## config.mk

```make
export PLATFORM = sky130hd
export DESIGN_NAME = pipe_skid_reg
export DESIGN_NICKNAME = d
export VERILOG_FILES = /design/src/rtl/pipe_skid_reg_pkg.sv /design/src/rtl/pipe_skid_reg_dff_en_r.sv /design/src/rtl/pipe_skid_reg.sv
export SDC_FILE = /design/constraint.sdc
export NUM_CORES = 1
export LEC_CHECK = 0
export BUFFER_PORTS_ARGS = -buffer_cell sky130_fd_sc_hd__buf_2
export CORE_MARGIN = 2
export CORE_UTILIZATION = 50
export DETAILED_ROUTE_END_ITERATION = 10
export PLACE_DENSITY = 0.75
export SYNTH_ARGS = -nofsm -noshare
export SYNTH_HDL_FRONTEND = slang
export SYNTH_SLANG_ARGS = --single-unit
```

## constraint.sdc

```tcl
create_clock -name clk -period 4.3 [get_ports clk]
set_clock_uncertainty 0.05 [all_clocks]
set_input_delay 1.29 -clock clk [delete_from_list [all_inputs] [get_ports clk]]
set_output_delay 1.29 -clock clk [all_outputs]
set_load 0.03 [all_outputs]
```

## src/rtl/pipe_skid_reg_pkg.sv

```systemverilog
// Shared state encoding and helpers for the pipe_skid_reg skid buffer.
package pipe_skid_reg_pkg;

    typedef enum logic [1:0] {
        EMPTY = 2'b00,
        FULL  = 2'b01,
        SKID  = 2'b10
    } skid_state_t;

    localparam int OCC_W = 2;

    function automatic logic [OCC_W-1:0] occ_of(input skid_state_t st);
        logic [OCC_W-1:0] occ;
        occ = 2'd0;
        case (st)
            FULL:    occ = 2'd1;
            SKID:    occ = 2'd2;
            default: occ = 2'd0;
        endcase
        return occ;
    endfunction

endpackage

```

## src/rtl/pipe_skid_reg_dff_en_r.sv

```systemverilog
// Load-enabled data register with async active-low reset to a parameterised value.
module dff_en_r #(
    parameter int               WIDTH     = 32,
    parameter logic [WIDTH-1:0] RESET_VAL = '0
) (
    input  logic             clk,
    input  logic             rst_n,
    input  logic             en,
    input  logic [WIDTH-1:0] d,
    output logic [WIDTH-1:0] q
);

    always_ff @(posedge clk or negedge rst_n) begin
        if (!rst_n) begin
            q <= RESET_VAL;
        end else if (en) begin
            q <= d;
        end
    end

endmodule

```

## src/rtl/pipe_skid_reg.sv

```systemverilog
// Two-entry skid register: fully registered handshake outputs, strict FIFO order.
//
// state | meaning
// EMPTY | nothing held, out_valid 0
// FULL  | main register holds the head entry
// SKID  | main holds head, skid holds the next entry; upstream stalled
module pipe_skid_reg
    import pipe_skid_reg_pkg::*;
#(
    parameter int               WIDTH     = 32,
    parameter logic [WIDTH-1:0] RESET_VAL = '0
) (
    input  logic             clk,
    input  logic             rst_n,
    input  logic             flush,
    input  logic             in_valid,
    input  logic [WIDTH-1:0] in_data,
    output logic             in_ready,
    output logic             out_valid,
    output logic [WIDTH-1:0] out_data,
    input  logic             out_ready,
    output logic [1:0]       occupancy
);

    skid_state_t      state;
    skid_state_t      state_nxt;
    logic             main_en;
    logic             skid_en;
    logic [WIDTH-1:0] main_d;
    logic [WIDTH-1:0] skid_q;

    always_comb begin
        state_nxt = state;
        main_en   = 1'b0;
        skid_en   = 1'b0;
        main_d    = in_data;
        case (state)
            EMPTY: begin
                if (in_valid) begin
                    main_en   = 1'b1;
                    state_nxt = FULL;
                end
            end
            FULL: begin
                if (in_valid && out_ready) begin
                    main_en = 1'b1;
                end else if (out_ready) begin
                    state_nxt = EMPTY;
                end else if (in_valid) begin
                    skid_en   = 1'b1;
                    state_nxt = SKID;
                end
            end
            SKID: begin
                main_d = skid_q;
                if (out_ready) begin
                    main_en   = 1'b1;
                    state_nxt = FULL;
                end
            end
            default: state_nxt = EMPTY;
        endcase
        // Flush discards everything, including the word offered this cycle.
        if (flush) begin
            state_nxt = EMPTY;
            main_en   = 1'b0;
            skid_en   = 1'b0;
        end
    end

    always_ff @(posedge clk or negedge rst_n) begin
        if (!rst_n) begin
            state     <= EMPTY;
            in_ready  <= 1'b1;
            out_valid <= 1'b0;
            occupancy <= 2'd0;
        end else begin
            state     <= state_nxt;
            in_ready  <= (state_nxt != SKID);
            out_valid <= (state_nxt != EMPTY);
            occupancy <= occ_of(state_nxt);
        end
    end

    dff_en_r #(.WIDTH(WIDTH), .RESET_VAL(RESET_VAL)) u_main (
        .clk   (clk),
        .rst_n (rst_n),
        .en    (main_en),
        .d     (main_d),
        .q     (out_data)
    );

    dff_en_r #(.WIDTH(WIDTH), .RESET_VAL(RESET_VAL)) u_skid (
        .clk   (clk),
        .rst_n (rst_n),
        .en    (skid_en),
        .d     (in_data),
        .q     (skid_q)
    );

endmodule

```

==> flow_summary.yaml <==
run_status:
  status: "finished, final reports clean"
power_and_ir_drop:
  power.density_mw_per_mm2: 503.8
  leakagePower_nw: 1.858
  clock_power_share: 0.289
  ir_drop_mv: 0.2534
  combPwrFrac: 0.238
  swShare: 0.3032
  seqPwrFrac: 0.473
  p_switching_mw: 0.5693
  p_int_mw: 1.308
logic_synthesis:
  netlist.top_cell.by_area: "dfrtp_1"
  postSynthAreaPerCell_um2: 11.84
  synth_seq_cells: 70
  synth_cells: 263
  syn_area_mm2: 0.003113
  ys_types: 22
  syn-num-nets: 300
  synth_top_area_share: 0.5547
  synth_seq_area_share: 0.5631
  ys_top_cells_by_area: "dfrtp_1 55%, mux2_2 19%, nand2_1 12%"
  yosysWarnings: 0
finish:
  diodes: 0
  final_common_cell: "nand2_1"
  synthToLayoutAreaGrowth_pct: 19.73
  final_cell_mix: "96 x nand2_1, 72 x buf_2, 69 x dfrtp_1"
  n_fill_cell: 491
  nNetsFinal: 376
  drive_above_1_share: 0.4680
timing:
  final-hold-violation-count: 0
  timing.setup.tns_ps: 0
  drv_slew: 0
  postLayoutSetupSlackWorst_ps: 1759
  slew_headroom: 0.1488
  finalSetupViolCount: 0
  max_freq_mhz: 393.6
  worst_pin_slew_ps: 1277
  min_period_ps: 2541
  rsz0062_at_grt: "false"
  finalCritPeriodShare: 0.5909
clock_tree:
  clk_path_buf_depth: 2
  cts_buffers: 9
  clk_latency_ps: 340
  cts.sinks: 70
  htree_num_levels: 3
  postCtsSetupRepairBufs: 0
  post_cts_resized: 0
  clkTransAtPathRegs_ps: 70
  cts-hold-fix-buffers: 0
  cts_tree: "built"
  cts_root_buf: "clkbuf_8"
critical_path:
  cp.required_ps: 4480
  startpoint_type: "primary input"
  crit_family: "buffers and inverters"
  crit_fanout: 32
  rr_startpoint: "state[0]"
  path_cells: "buf_2 > nand2b_1 > a22oi_4 > nor2_4 > buf_4 > mux2_2"
  criticalPathCategory: "primary input to flip-flop"
  crit_slowest_cell: "buf_4"
  critPathBufInv: 2
  critPathLaunch: "out_ready"
  critPathCaptureType: "flip-flop"
  crit_arrival_ps: 2720
  max_stage_delay_ps: 420
detailed_routing:
  wl_mm: 5.877
  wl_per_cell_um: 14.03
  via_count: 2113
  drtIter0Drc: 148
  first_pass_iters: 4
  via_per_inst: 5.043
  ant_nets: 0
  drc: 0
grt:
  use_met1: 0.2544
  antenna_found_initial: 0
  top_usage_layer: "met2"
  met2_usage: 0.2727
  grt-ovfl-total: 0
  grtUsageMet3: 0.04970
  grt_pass1_wl_mm: 10.13
  grt_max_degree: 36
  grt_pass1_vias: 2073
  grt_usage: 0.1845
placed_design:
  gp_congestion: 0.7367
  dp_hpwl_mm: 3.936
  io_buffers: 72
  dp_slack_ps: 1402
floorplan:
  rows: 28
  fp.dieH_um: 82.91
  start_util: 0.5227
  die_area_mm2: 0.006873
  ios: 73
  core-area_mm2: 0.005956
  die_w_um: 82.91
min_path:
  hp-start: "u_skid.q[6]"
  hold_class: "flip-flop to flip-flop"
job:
  drv_cap: 0
-- worst register-to-register path, stage by stage, from the launching register on --
cell,delay [ps]
dfrtp_1,420
nand2b_1,760
nand2_1,300
nand2_1,70
mux2_4,250
-- through the flow --
step | instances | hold WS (ps) | instance area, um^2 | utilization | power, mW
3_5_place_dp | 403 | 429.5 | 3518 | 0.5908 | 1.353
3_3_place_gp | 403 | 418.2 | 3518 | 0.5908 | 1.334
4_1_cts | 419 | 455.7 | 3727 | 0.6258 | 1.901
2_1_floorplan | 263 | 408.0 | 3113 | - | 1.211
6_report | 419 | 454.5 | 3727 | 0.6258 | 1.878
5_1_grt | 419 | 466.4 | 3727 | 0.6258 | 1.978
-- routing by layer --
layer / wire length, um / share of wire
met1: 2758 / 0.47
met2: 2684 / 0.46
met3: 314 / 0.053
met4: 120 / 0.020
met5: 0 / 0
-- flip-flops by register name, indices dropped and copies added (netlist names) --
register and cells:
occupancy 2, u_main.q 32, u_skid.q 32, in_ready 1, out_valid 1, state 2
-- synth_stat cells --
library cell / n
clkbuf_1: 3
dfrtp_1: 69
dfstp_2: 1
nor2b_2: 1
nor2b_1: 1
buf_6: 4
buf_4: 3
nor2_1: 2
buf_2: 3
mux2_2: 52
nor4_4: 1
o21ai_0: 1
mux2_4: 10
nor3_1: 2
a21oi_1: 4
mux2i_1: 1
inv_1: 2
nor2_4: 1
a22oi_4: 1
mux2_1: 2
nand2_1: 96
nand2b_1: 3
-- cell families (layout without fill, tap and decap cells) --
kind of cell,Yosys count,in the layout,synth area share
simple gates,107,107,0.1427
flops,70,70,0.5631
mux,65,65,0.2468
buf+inv,15,96,0.03255
compound gates,6,6,0.01487
-- power by group through the flow --
stage	Sequential, mW	Combinational, mW	Clock (mW)
floorplan	1.02	0.193	0
global placement	0.893	0.441	0
detailed placement	0.900	0.453	0
CTS	0.889	0.454	0.558
global route	0.908	0.481	0.589
finish	0.888	0.447	0.543
-- layout make-up --
cell class	count	area, um^2	area share
well taps	75	93.84	0.02518
clock buffers	11	151.4	0.04062
clock inverters	5	57.56	0.01544
repair buffers	78	405.4	0.1088
flip-flops and latches	70	1753	0.4703
inverters	2	7.507	0.002014
multi-input cells	178	1259	0.3377
-- final timing paths --
check	to	slack, ps	cells past startpoint
setup / recovery	u_main.q[11]	1760	6
hold / removal	u_skid.q[6]	450	1
setup reg to reg	u_main.q[18]	2340	4
hold reg to reg	u_skid.q[6]	450	1
max in group asynchronous	u_main.q[25]	2610	2
min in group asynchronous	u_main.q[15]	860	1
No activity file was read; power rests on OpenSTA's default activity.
